## src/rtl/wave_pkg.sv

```systemverilog
// Shared types and default widths for the wave capture sequencer.
package wave_pkg;

  localparam int DEF_ADDR_WIDTH = 10;
  localparam int DEF_DATA_WIDTH = 8;

  localparam logic SLOPE_RISE = 1'b0;
  localparam logic SLOPE_FALL = 1'b1;

  typedef enum logic [2:0] {
    IDLE,
    PRE,
    WAIT_TRIG,
    POST,
    DONE
  } wave_state_t;

endpackage

```

## src/rtl/wave_trig_det.sv

```systemverilog
// Level/slope trigger detector: remembers the previous written sample and compares it with the current one.
// Latency: trig_hit is combinational on the current sample; the history register updates on each valid sample.
// Backpressure: none; it follows the writer's sample_valid and is re-armed by clear.
module wave_trig_det
  import wave_pkg::*;
#(
  parameter int DATA_WIDTH = DEF_DATA_WIDTH
) (
  input  logic                  clk,
  input  logic                  rst_n,
  input  logic                  clear,
  input  logic                  sample_valid,
  input  logic [DATA_WIDTH-1:0] sample_data,
  input  logic [DATA_WIDTH-1:0] trig_level,
  input  logic                  trig_slope,
  output logic                  trig_hit
);

  logic [DATA_WIDTH-1:0] prev;
  logic                  prev_ok;

  always_ff @(posedge clk or negedge rst_n) begin
    if (!rst_n) begin
      prev    <= '0;
      prev_ok <= 1'b0;
    end else if (clear) begin
      prev_ok <= 1'b0;
    end else if (sample_valid) begin
      prev    <= sample_data;
      prev_ok <= 1'b1;
    end
  end

  // Unsigned compares: samples are offset-binary.
  always_comb begin
    trig_hit = 1'b0;
    if (sample_valid && prev_ok) begin
      if (trig_slope == SLOPE_RISE)
        trig_hit = (prev < trig_level) && (sample_data >= trig_level);
      else
        trig_hit = (prev > trig_level) && (sample_data <= trig_level);
    end
  end

endmodule

```

## src/rtl/wave_capture_ctrl.sv

```systemverilog
// Circular-buffer capture sequencer for the wave RAM with pre-trigger history and indexed readout; WAVE_AUTO_TRIG_EN adds a forced-trigger timeout.
// Latency: RAM writes are combinational on sample_valid; readout data returns 2 cycles after rd_req.
// Backpressure: none; every valid sample while busy is written, one read request accepted per cycle in DONE.
module wave_capture_ctrl
  import wave_pkg::*;
#(
  parameter int ADDR_WIDTH        = DEF_ADDR_WIDTH,
  parameter int DATA_WIDTH        = DEF_DATA_WIDTH,
  parameter int PRE_TRIG          = 256,
  parameter int AUTO_TRIG_SAMPLES = 4096
) (
  input  logic                  clk,
  input  logic                  rst_n,
  input  logic                  arm,
  input  logic [DATA_WIDTH-1:0] trig_level,
  input  logic                  trig_slope,
  input  logic                  sample_valid,
  input  logic [DATA_WIDTH-1:0] sample_data,
  output logic                  ram_wr_en,
  output logic [ADDR_WIDTH-1:0] ram_wr_addr,
  output logic [DATA_WIDTH-1:0] ram_wr_data,
  output logic [ADDR_WIDTH-1:0] ram_rd_addr,
  input  logic [DATA_WIDTH-1:0] ram_rd_data,
  input  logic                  rd_req,
  input  logic [ADDR_WIDTH-1:0] rd_index,
  output logic                  rd_valid,
  output logic [DATA_WIDTH-1:0] rd_data,
  output logic                  busy,
  output logic                  done,
  output logic [ADDR_WIDTH-1:0] trig_addr,
  output logic                  auto_trig
);

  localparam int DEPTH = 2 ** ADDR_WIDTH;
  localparam logic [ADDR_WIDTH-1:0] PRE_LAST = ADDR_WIDTH'(PRE_TRIG - 1);
  localparam logic [ADDR_WIDTH-1:0] PRE_OFS  = ADDR_WIDTH'(PRE_TRIG);
  localparam logic [ADDR_WIDTH-1:0] POST_LEN = ADDR_WIDTH'(DEPTH - PRE_TRIG - 1);
  localparam logic [ADDR_WIDTH-1:0] ONE      = ADDR_WIDTH'(1);

  wave_state_t           state, state_nxt;
  logic [ADDR_WIDTH-1:0] wptr;
  logic [ADDR_WIDTH-1:0] cnt;
  logic                  arm_ok;
  logic                  wr_fire;
  logic                  trig_hit;
  logic                  auto_hit;
  logic                  trig_fire;
  logic                  rd_ok;
  logic                  rd_p1;

  assign busy      = (state == PRE) || (state == WAIT_TRIG) || (state == POST);
  assign done      = (state == DONE);
  assign arm_ok    = arm && ((state == IDLE) || (state == DONE));
  assign wr_fire   = busy && sample_valid;
  assign trig_fire = (state == WAIT_TRIG) && sample_valid && (trig_hit || auto_hit);
  // A same-cycle arm in DONE takes priority and drops the request.
  assign rd_ok     = done && rd_req && !arm;

  assign ram_wr_en   = wr_fire;
  assign ram_wr_addr = wptr;
  assign ram_wr_data = wr_fire ? sample_data : '0;
  assign rd_data     = rd_valid ? ram_rd_data : '0;

  wave_trig_det #(
    .DATA_WIDTH(DATA_WIDTH)
  ) u_trig_det (
    .clk          (clk),
    .rst_n        (rst_n),
    .clear        (arm_ok),
    .sample_valid (wr_fire),
    .sample_data  (sample_data),
    .trig_level   (trig_level),
    .trig_slope   (trig_slope),
    .trig_hit     (trig_hit)
  );

  always_ff @(posedge clk or negedge rst_n) begin
    if (!rst_n) state <= IDLE;
    else        state <= state_nxt;
  end

  always_comb begin
    state_nxt = state;
    unique case (state)
      IDLE, DONE: begin
        if (arm) state_nxt = (PRE_TRIG == 0) ? WAIT_TRIG : PRE;
      end
      PRE: begin
        if (sample_valid && (cnt == PRE_LAST)) state_nxt = WAIT_TRIG;
      end
      WAIT_TRIG: begin
        if (trig_fire) state_nxt = (POST_LEN == '0) ? DONE : POST;
      end
      POST: begin
        if (sample_valid && (cnt == ONE)) state_nxt = DONE;
      end
      default: state_nxt = IDLE;
    endcase
  end

  // cnt is the pre-trigger fill count in PRE and the remaining post count in POST.
  always_ff @(posedge clk or negedge rst_n) begin
    if (!rst_n) begin
      wptr      <= '0;
      cnt       <= '0;
      trig_addr <= '0;
    end else if (arm_ok) begin
      cnt <= '0;
    end else if (wr_fire) begin
      wptr <= wptr + ONE;
      unique case (state)
        PRE:       cnt <= (cnt == PRE_LAST) ? '0 : cnt + ONE;
        WAIT_TRIG: begin
          if (trig_fire) begin
            cnt       <= POST_LEN;
            trig_addr <= wptr;
          end
        end
        POST:      cnt <= cnt - ONE;
        default:   cnt <= cnt;
      endcase
    end
  end

  // Two-stage read return: address register, then the RAM's own 1-cycle read.
  always_ff @(posedge clk or negedge rst_n) begin
    if (!rst_n) begin
      ram_rd_addr <= '0;
      rd_p1       <= 1'b0;
      rd_valid    <= 1'b0;
    end else begin
      if (rd_ok) ram_rd_addr <= trig_addr - PRE_OFS + rd_index;
      rd_p1    <= rd_ok;
      rd_valid <= rd_p1;
    end
  end

`ifdef WAVE_AUTO_TRIG_EN
  localparam int TO_W = $clog2(AUTO_TRIG_SAMPLES + 1);
  localparam logic [TO_W-1:0] TO_LAST = TO_W'(AUTO_TRIG_SAMPLES - 1);

  logic [TO_W-1:0] to_cnt;
  logic            auto_q;

  assign auto_hit  = (state == WAIT_TRIG) && (to_cnt == TO_LAST);
  assign auto_trig = auto_q;

  always_ff @(posedge clk or negedge rst_n) begin
    if (!rst_n) begin
      to_cnt <= '0;
      auto_q <= 1'b0;
    end else if (arm_ok) begin
      to_cnt <= '0;
      auto_q <= 1'b0;
    end else if ((state == WAIT_TRIG) && sample_valid) begin
      to_cnt <= to_cnt + TO_W'(1);
      // A genuine crossing on the timeout sample still counts as a real trigger.
      if (auto_hit && !trig_hit) auto_q <= 1'b1;
    end
  end
`else
  assign auto_hit  = 1'b0;
  assign auto_trig = 1'b0;
`endif

endmodule
```

## config.mk

```make
export PLATFORM = sky130hd
export DESIGN_NAME = wave_capture_ctrl
export DESIGN_NICKNAME = d
export VERILOG_FILES = /design/src/rtl/wave_pkg.sv /design/src/rtl/wave_trig_det.sv /design/src/rtl/wave_capture_ctrl.sv
export SDC_FILE = /design/constraint.sdc
export NUM_CORES = 1
export LEC_CHECK = 0
export BUFFER_PORTS_ARGS = -buffer_cell sky130_fd_sc_hd__buf_4
export CORE_ASPECT_RATIO = 0.75
export CORE_UTILIZATION = 43
export CTS_BUF_LIST = sky130_fd_sc_hd__clkbuf_2 sky130_fd_sc_hd__clkbuf_4 sky130_fd_sc_hd__clkbuf_8
export CTS_CLUSTER_DIAMETER = 60
export DETAILED_ROUTE_END_ITERATION = 7
export PLACE_DENSITY_LB_ADDON = 0.12
export SLEW_MARGIN = 20
export SYNTH_ARGS = -nofsm -noshare
export SYNTH_HDL_FRONTEND = slang
export SYNTH_SLANG_ARGS = --single-unit
```

## constraint.sdc

```tcl
create_clock -name clk -period 3.45 [get_ports clk]
set_input_delay 0.1725 -clock clk [delete_from_list [all_inputs] [get_ports clk]]
set_output_delay 0.1725 -clock clk [all_outputs]
set_load 0.05 [all_outputs]
```

==> results of run 1 <==
==> cell type report <==
type,count,area (µm²),area share
Tap cell,108,135,0.0294
Inverter,22,82.6,0.0180
Multi-Input combinational cell,301,2230,0.486
Timing Repair Buffer,92,693,0.151
Clock buffer,5,68.8,0.0150
Sequential cell,54,1350,0.294
Clock inverter,3,28.8,0.00627
==> Yosys cell counts (all sizes together) (2+ instances only) <==
library cell and instances:
and4 5, nand4 7, dfrtp 54, xnor2 10, a211oi 3, nor3 5, o31ai 4, or3 2
clkbuf 12, nor3b 4, or2 2, o211ai 3, a21oi 14, nand2b 3, ha 37, o41a 2
nor4b 2, a221oi 2, and3 5, mux2i 10, and2 17, inv 22, nor4 2, nor2 19
nand2 49, o21bai 3, buf 7, a31oi 8, a21o 4, o21ai 20, mux2 17, nand3 12
nor2b 2, a21boi 2, nand3b 3, xor2 8
==> path summary, 6_finish.rpt <==
kind	from	endpoint	slack, ps	cells after the start
setup reg to reg	u_trig_det.prev[5]	trig_addr[1]	860	7
min in group asynchronous	rst_n	ram_rd_addr[0]	430	2
hold / removal	sample_data[2]	u_trig_det.prev[2]	90	2
hold reg to reg	rd_p1	rd_valid	360	0
setup / recovery	u_trig_det.prev[5]	trig_addr[1]	860	7
max in group asynchronous	rst_n	cnt[9]	2550	2
==> state kept, by name, summed over array words and instances, names as in the netlist <==
register and count:
state 3, rd_p1 1, ram_wr_addr 10, trig_addr 10, cnt 10, ram_rd_addr 10, u_trig_det.prev_ok 1, u_trig_det.prev 8
rd_valid 1
==> per-stage QoR <==
stage | hold slack [ps] | utilization | setup slack [ps]
floorplan | -123 | - | 909
global placement | 274 | 0.530 | 925
detailed placement | 277 | 0.530 | 874
CTS | 85.0 | 0.543 | 847
global route | 84.3 | 0.543 | 738
finish | 90.2 | 0.543 | 861
==> what timing repair did <==
| action | in CTS | in global routing |
|---|---|---|
| endpoints found under the hold margin | 54 | 0 |
| buffers inserted | 0 | 0 |
| hold buffers | 1 | 0 |
==> power groups by stage <==
stage / logic [W] / clock network (W) / registers [W]
2_1_floorplan: 0.000626 / 0 / 0.000966
3_3_place_gp: 0.000920 / 0 / 0.000918
3_5_place_dp: 0.000939 / 0 / 0.000924
4_1_cts: 0.000946 / 0.000410 / 0.000910
5_1_grt: 0.00104 / 0.000434 / 0.000942
6_report: 0.000944 / 0.000398 / 0.000913
==> cell families after synthesis <==
logic type / synth area share
and+or+nand+nor: 0.200
AOI/OAI and AO/OA: 0.136
xor gates and xnor gates: 0.0419
DFF: 0.359
buffers and inverters: 0.0486
muxes: 0.0845
adders and majority gates: 0.128
other: 0.000997
==> per-layer routing <==
metal  wire [µm]  vias up
met4          59        0
met1        4450     1462
met5           0        -
met3         589        6
met2        3630       96
li1            -     1574
==> worst reg2reg max path, stage by stage (launching register included) <==
cell	delay (ps)
dfrtp_1	400
ha_1	300
a211oi_2	180
nor2_1	90
or4_4	490
a211oi_4	310
or2_4	340
mux2_2	360
==> flow_summary_export.csv, run 1 <==
group,metric,value,unit
clock_tree,clock-sinks,54,
global_routing,grt_pass1_vias,3021,
run,maxCapViolCount,0,
floorplan,rows,29,
finish,fin_nets,554,
clock_tree,clockBufferDepth,2,
critical_path,max_stage_delay,490,ps
sta,grt_setup_unrepaired,"no",
logic_synthesis,ys_seq_elements,54,
critical_path,critPathBufInv,0,
power_and_ir_drop,total_power,0.00226,W
finish,fillers,811,
critical_path,cpLargestDelayFamily,"simple AND/OR/NAND/NOR gates",
finish,fin_area,4590,µm²
floorplan,die_w,110,µm
placement,dp_hpwl,6.61,mm
logic_synthesis,syn_nets,474,
global_routing,met3_usage,0.0330,
logic_synthesis,syn_avg_cell_area,9.50,µm²
logic_synthesis,synth_ff_type,"dfrtp_1",
drt,vias_per_cell,5.36,
drt,routed_wl,8.73,mm
global_routing,busiest_layer,"met2",
global_routing,grt_max_degree,55,
power_and_ir_drop,vdd_drop_max,0.331,mV
finish,n_antenna_cell,0,
power_and_ir_drop,intPower,0.00125,W
run_status,outcome,"complete, no violations",
finish,drive_gt1_frac,0.264,
floorplan,core_area,8450,µm²
drt,vias,3138,
critical_path,path_class,"flop to flop",
finish,syn_to_final_growth,22.1,%
logic_synthesis,yosysTopAreaCell,"dfrtp_1",
power_and_ir_drop,comb_power_share,0.419,
clock_tree,cts_tree,"built",
clock_tree,clkTransAtPathRegs,120,ps
global_routing,gr-usage-met1,0.298,
drt,first_pass_iters,4,
critical_path,start_kind,"flop",
global_routing,use_met2,0.305,
logic_synthesis,synthArstFlopShare,1.00,
critical_path,cpMaxStageDelayCell,"or4_4",
drt,drt-wirelength-per-cell,14.9,µm
logic_synthesis,synth_edf_count,0,
clock_tree,h-tree-depth,2,
finish,mostFrequentLayoutCell,"buf_4",
logic_synthesis,syn_area,3760,µm²
placement,gp_congestion,0.879,
logic_synthesis,syn_inst,396,
drt,drc,0,
floorplan,dieArea,9130,µm²
power_and_ir_drop,swShare,0.445,
clock_tree,cts-resized-gates,0,
power_and_ir_drop,p_switching,0.00100,W
clock_tree,clock_latency,320,ps
global_routing,grt_pass1_wl,14.5,mm
power_and_ir_drop,p_leak,2.34,nW
sta,setup_viol,0,
logic_synthesis,synth.top_cell.area_share,0.359,
sta,fin_setup_tns,0,ps
logic_synthesis,synth_warnings,0,
critical_path,cp_max_fo,13,
placement,placed_area,4480,µm²
placement,port_buffers,89,
sta,fin_crit,2590,ps
sta,slew_viol_final,0,
critical_path,crit_chain,"ha_1, a211oi_2, nor2_1, or4_4, a211oi_4, or2_4, mux2_2",
drt,ant_nets,0,
floorplan,io_pins,91,
placement,placed_cells,576,
power_and_ir_drop,powerDensity,491,nW/µm²
finish,final_cells,585,
power_and_ir_drop,pwr-share-seq,0.405,
critical_path,crit_required,3670,ps
critical_path,arrival,2810,ps
sta,tightest_slew,707,ps
sta,fmaxAchievable,386,MHz
clock_tree,clockRootBuffer,"clkbuf_8",
sta,finalHoldViolCount,0,
global_routing,antenna_found_initial,0,
power_and_ir_drop,p_clk_frac,0.176,
floorplan,initial_core_util,0.445,
logic_synthesis,synthTopCellsByArea,"dfrtp_1 (36%), ha_1 (12%), nand2_1 (4.9%)",
drt,first_iter_violations,122,
finish,final_cell_mix,"buf_4 (91), dfrtp_1 (54), nand2_1 (49), ha_1 (37), inv_1 (22)",
logic_synthesis,synth.distinct_cells,60,
sta,slew_headroom,0.527,
global_routing,globalRouteOverflowTotal,0,
floorplan,fp.dieH,83.0,µm
sta,finalCritPeriodShare,0.750,
global_routing,grt_usage,0.202,
critical_path,crit_path_end_kind,"flop",
logic_synthesis,ys_seq_area_frac,0.359,
clock_tree,numCtsBuffers,5,
sta,worst_clock_skew,13.4,ps
min_path,hold_class,"input pin to flop",
Power figures use the tool's default switching activity.
==> run 2, diff against run 1 <==
Settings changed: ABC_AREA from default to 1.
Clock period 3.45 ns to 2.65 ns, I/O delays scaled along.
==> run 2 against run 1 <==
Register-to-register slack got worse by 500 ps. Wire length rose by 1.1%. Sequential share of layout area is essentially flat. Utilization decreased by 0.089 points. Area after synthesis down 0.63%. Worst hold slack better by 4.2 ps. Clock skew hardly changed. Critical path depth up 2. Non-clock buffer count did not move. Design area shrank 0.16%. Synthesized cell count up 21%. Critical endpoint is now ram_rd_addr[7]. Largest power group unchanged. Highest routed layer unchanged.
==> flow_summary_export.csv, run 2 <==
group,metric,value,unit
global_routing,antenna_found_initial,0,
power_and_ir_drop,powerDensity,1180,nW/µm²
sta,setup_viol,0,
placement,gp_congestion,0.862,
global_routing,use_met2,0.320,
critical_path,start_kind,"flop",
critical_path,r2r-start,"trig_addr[1]",
sta,fmaxAchievable,438,MHz
clock_tree,clockBufferDepth,2,
drt,first_pass_iters,5,
clock_tree,numCtsBuffers,5,
sta,worst_clock_skew,13.8,ps
global_routing,globalRouteOverflowTotal,0,
sta,fin_setup_tns,0,ps
floorplan,rows,29,
logic_synthesis,ys_seq_area_frac,0.362,
drt,vias_per_cell,4.94,
run,maxCapViolCount,0,
min_path,hp-start,"sample_data[5]",
sta,slew_headroom,0.541,
sta,slew_viol_final,0,
logic_synthesis,ys_seq_elements,54,
placement,port_buffers,89,
clock_tree,clock_latency,310,ps
global_routing,grt_usage,0.199,
critical_path,startpoint,"trig_addr[1]",
critical_path,crit_required,2870,ps
clock_tree,h-tree-depth,2,
floorplan,dieArea,9070,µm²
finish,final_cells,675,
logic_synthesis,synth.distinct_cells,40,
logic_synthesis,synth.top_cell.area_share,0.362,
finish,mostFrequentLayoutCell,"nand2_1",
global_routing,grt_max_degree,55,
logic_synthesis,synth_edf_count,0,
logic_synthesis,yosysMostFrequentCell,"nand2_1",
logic_synthesis,syn_inst,480,
finish,n_antenna_cell,0,
run_status,outcome,"complete, no violations",
logic_synthesis,yosysTopAreaCell,"dfrtp_1",
global_routing,gr-usage-met1,0.283,
critical_path,path_class,"flop to flop",
drt,ant_nets,0,
drt,routed_wl,8.82,mm
finish,ff_latch_area,1350,µm²
global_routing,grt_pass1_vias,2958,
clock_tree,cts_setup_buffers,0,
global_routing,met3_usage,0.0369,
clock_tree,clock-sinks,54,
sta,tightest_slew,689,ps
clock_tree,clockRootBuffer,"clkbuf_8",
finish,fillers,859,
critical_path,cp_max_fo,3,
floorplan,core_area,8450,µm²
finish,multi_input_area,2020,µm²
sta,fin_crit,2290,ps
drt,vias,3337,
global_routing,grt_pass1_wl,14.0,mm
placement,placed_cells,666,
finish,drive_gt1_frac,0.226,
global_routing,busiest_layer,"met2",
finish,final_cell_mix,"nand2_1 (119), buf_4 (91), inv_1 (67), dfrtp_1 (54), ha_1 (37)",
logic_synthesis,synth_warnings,0,
logic_synthesis,synth_commonest_cells,"nand2_1 (119), inv_1 (67), dfrtp_1 (54)",
logic_synthesis,syn_area,3740,µm²
finish,syn_to_final_growth,22.7,%
critical_path,crit_path_end_kind,"flop",
placement,dp_hpwl,7.01,mm
floorplan,io_pins,91,
power_and_ir_drop,vdd_drop_max,0.545,mV
sta,finalHoldViolCount,0,
logic_synthesis,syn_nets,558,
drt,drc,0,
finish,fin_nets,644,
sta,grt_setup_unrepaired,"no",
critical_path,arrival,2500,ps
logic_synthesis,synth_ff_type,"dfrtp_1",
drt,first_iter_violations,155,
logic_synthesis,synthTopCellsByArea,"dfrtp_1 (36%), ha_1 (12%), nand2_1 (12%)",
drt,drt-wirelength-per-cell,13.1,µm
sta,finalCritPeriodShare,0.862,
logic_synthesis,syn_avg_cell_area,7.79,µm²
clock_tree,cts-resized-gates,0,
floorplan,fp.dieH,82.7,µm
floorplan,initial_core_util,0.442,
min_path,hold_class,"input pin to flop",
clock_tree,cts_tree,"built",
logic_synthesis,synthArstFlopShare,1.00,
clock_tree,clkTransAtPathRegs,110,ps
floorplan,die_w,110,µm
power_and_ir_drop,p_leak,2.55,nW
## run 2: cell types whose count changed after synthesis, moves of 10 or more
cell,before,now
inv_1,22,67
nand3_1,12,28
and2_1,17,1
nand2_1,49,119
o21ai_1,0,20
nor2_1,19,31
mux2i_1,10,0
## run 2: final cells by class
class | instances | area share
sequential | 54 | 0.295
timing repair buffer | 92 | 0.151
clock buffer | 6 | 0.0180
multi-input combinational | 337 | 0.442
inverter | 76 | 0.0622
clock inverter | 2 | 0.00273
tap | 108 | 0.0295
## run 2: logic make-up (layout without fill, tap and decap cells)
group                      Yosys count  in the layout  share of synthesized area
buffers and inverters               89            176                     0.0968
and+or+nand+nor                    210            210                      0.264
muxes                                1              1                    0.00301
DFF                                 54             54                      0.362
other                                1              1                    0.00100
xor gates and xnor gates            21             21                     0.0492
AOI/OAI and AO/OA                   66             66                     0.0947
adders and majority gates           38             38                      0.129
## run 2: power breakdown
part / internal, W / switching (W) / leakage, nW / total [W]
clock: 0.000211 / 0.000278 / 0.0472 / 0.000489
combinational: 0.00111 / 0.00226 / 1.83 / 0.00337
sequential: 0.00117 / 0.000372 / 0.674 / 0.00154
## run 2: worst max-delay path, stage by stage (launching register included)
cell and delay (ps):
dfrtp_1 420, ha_1 280, ha_1 230, fa_1 410
a31oi_1 280, inv_1 70, a21oi_1 120, o21ai_0 100
xor2_1 150, o21ai_0 140
## run 2: path summary, 6_finish.rpt
check,end,slack [ps],cells after the start
max reg2reg,ram_rd_addr[7],360,9
min reg2reg,rd_valid,360,0
max in group asynchronous,u_trig_det.prev[0],1780,2
min,u_trig_det.prev[5],90,3
max,ram_rd_addr[7],360,9
min in group asynchronous,ram_rd_addr[1],420,2
## run 2: routing by layer
| metal | share of wire | vias to the layer above |
|---|---|---|
| met5 | 0 | - |
| met4 | 0.0033 | 0 |
| met3 | 0.065 | 2 |
| met2 | 0.43 | 98 |
| met1 | 0.50 | 1528 |
| li1 | - | 1709 |
## run 2: metrics by stage
step | worst slack [ps] | utilization | hold slack [ps] | power, W | cell area, µm²
after floorplan | 234 | - | -163 | 0.00403 | 3740
after global placement | 442 | 0.530 | 228 | 0.00485 | 4480
after detailed placement | 383 | 0.530 | 231 | 0.00494 | 4480
after CTS | 356 | 0.542 | 91.1 | 0.00544 | 4580
after global routing | 238 | 0.542 | 98.1 | 0.00588 | 4580
final | 364 | 0.542 | 94.4 | 0.00540 | 4580
## run 2: what timing repair did
item,4_1_cts,5_1_grt
hold endpoints to repair,54,0
endpoints found under the setup margin,0,0
hold buffers,1,0
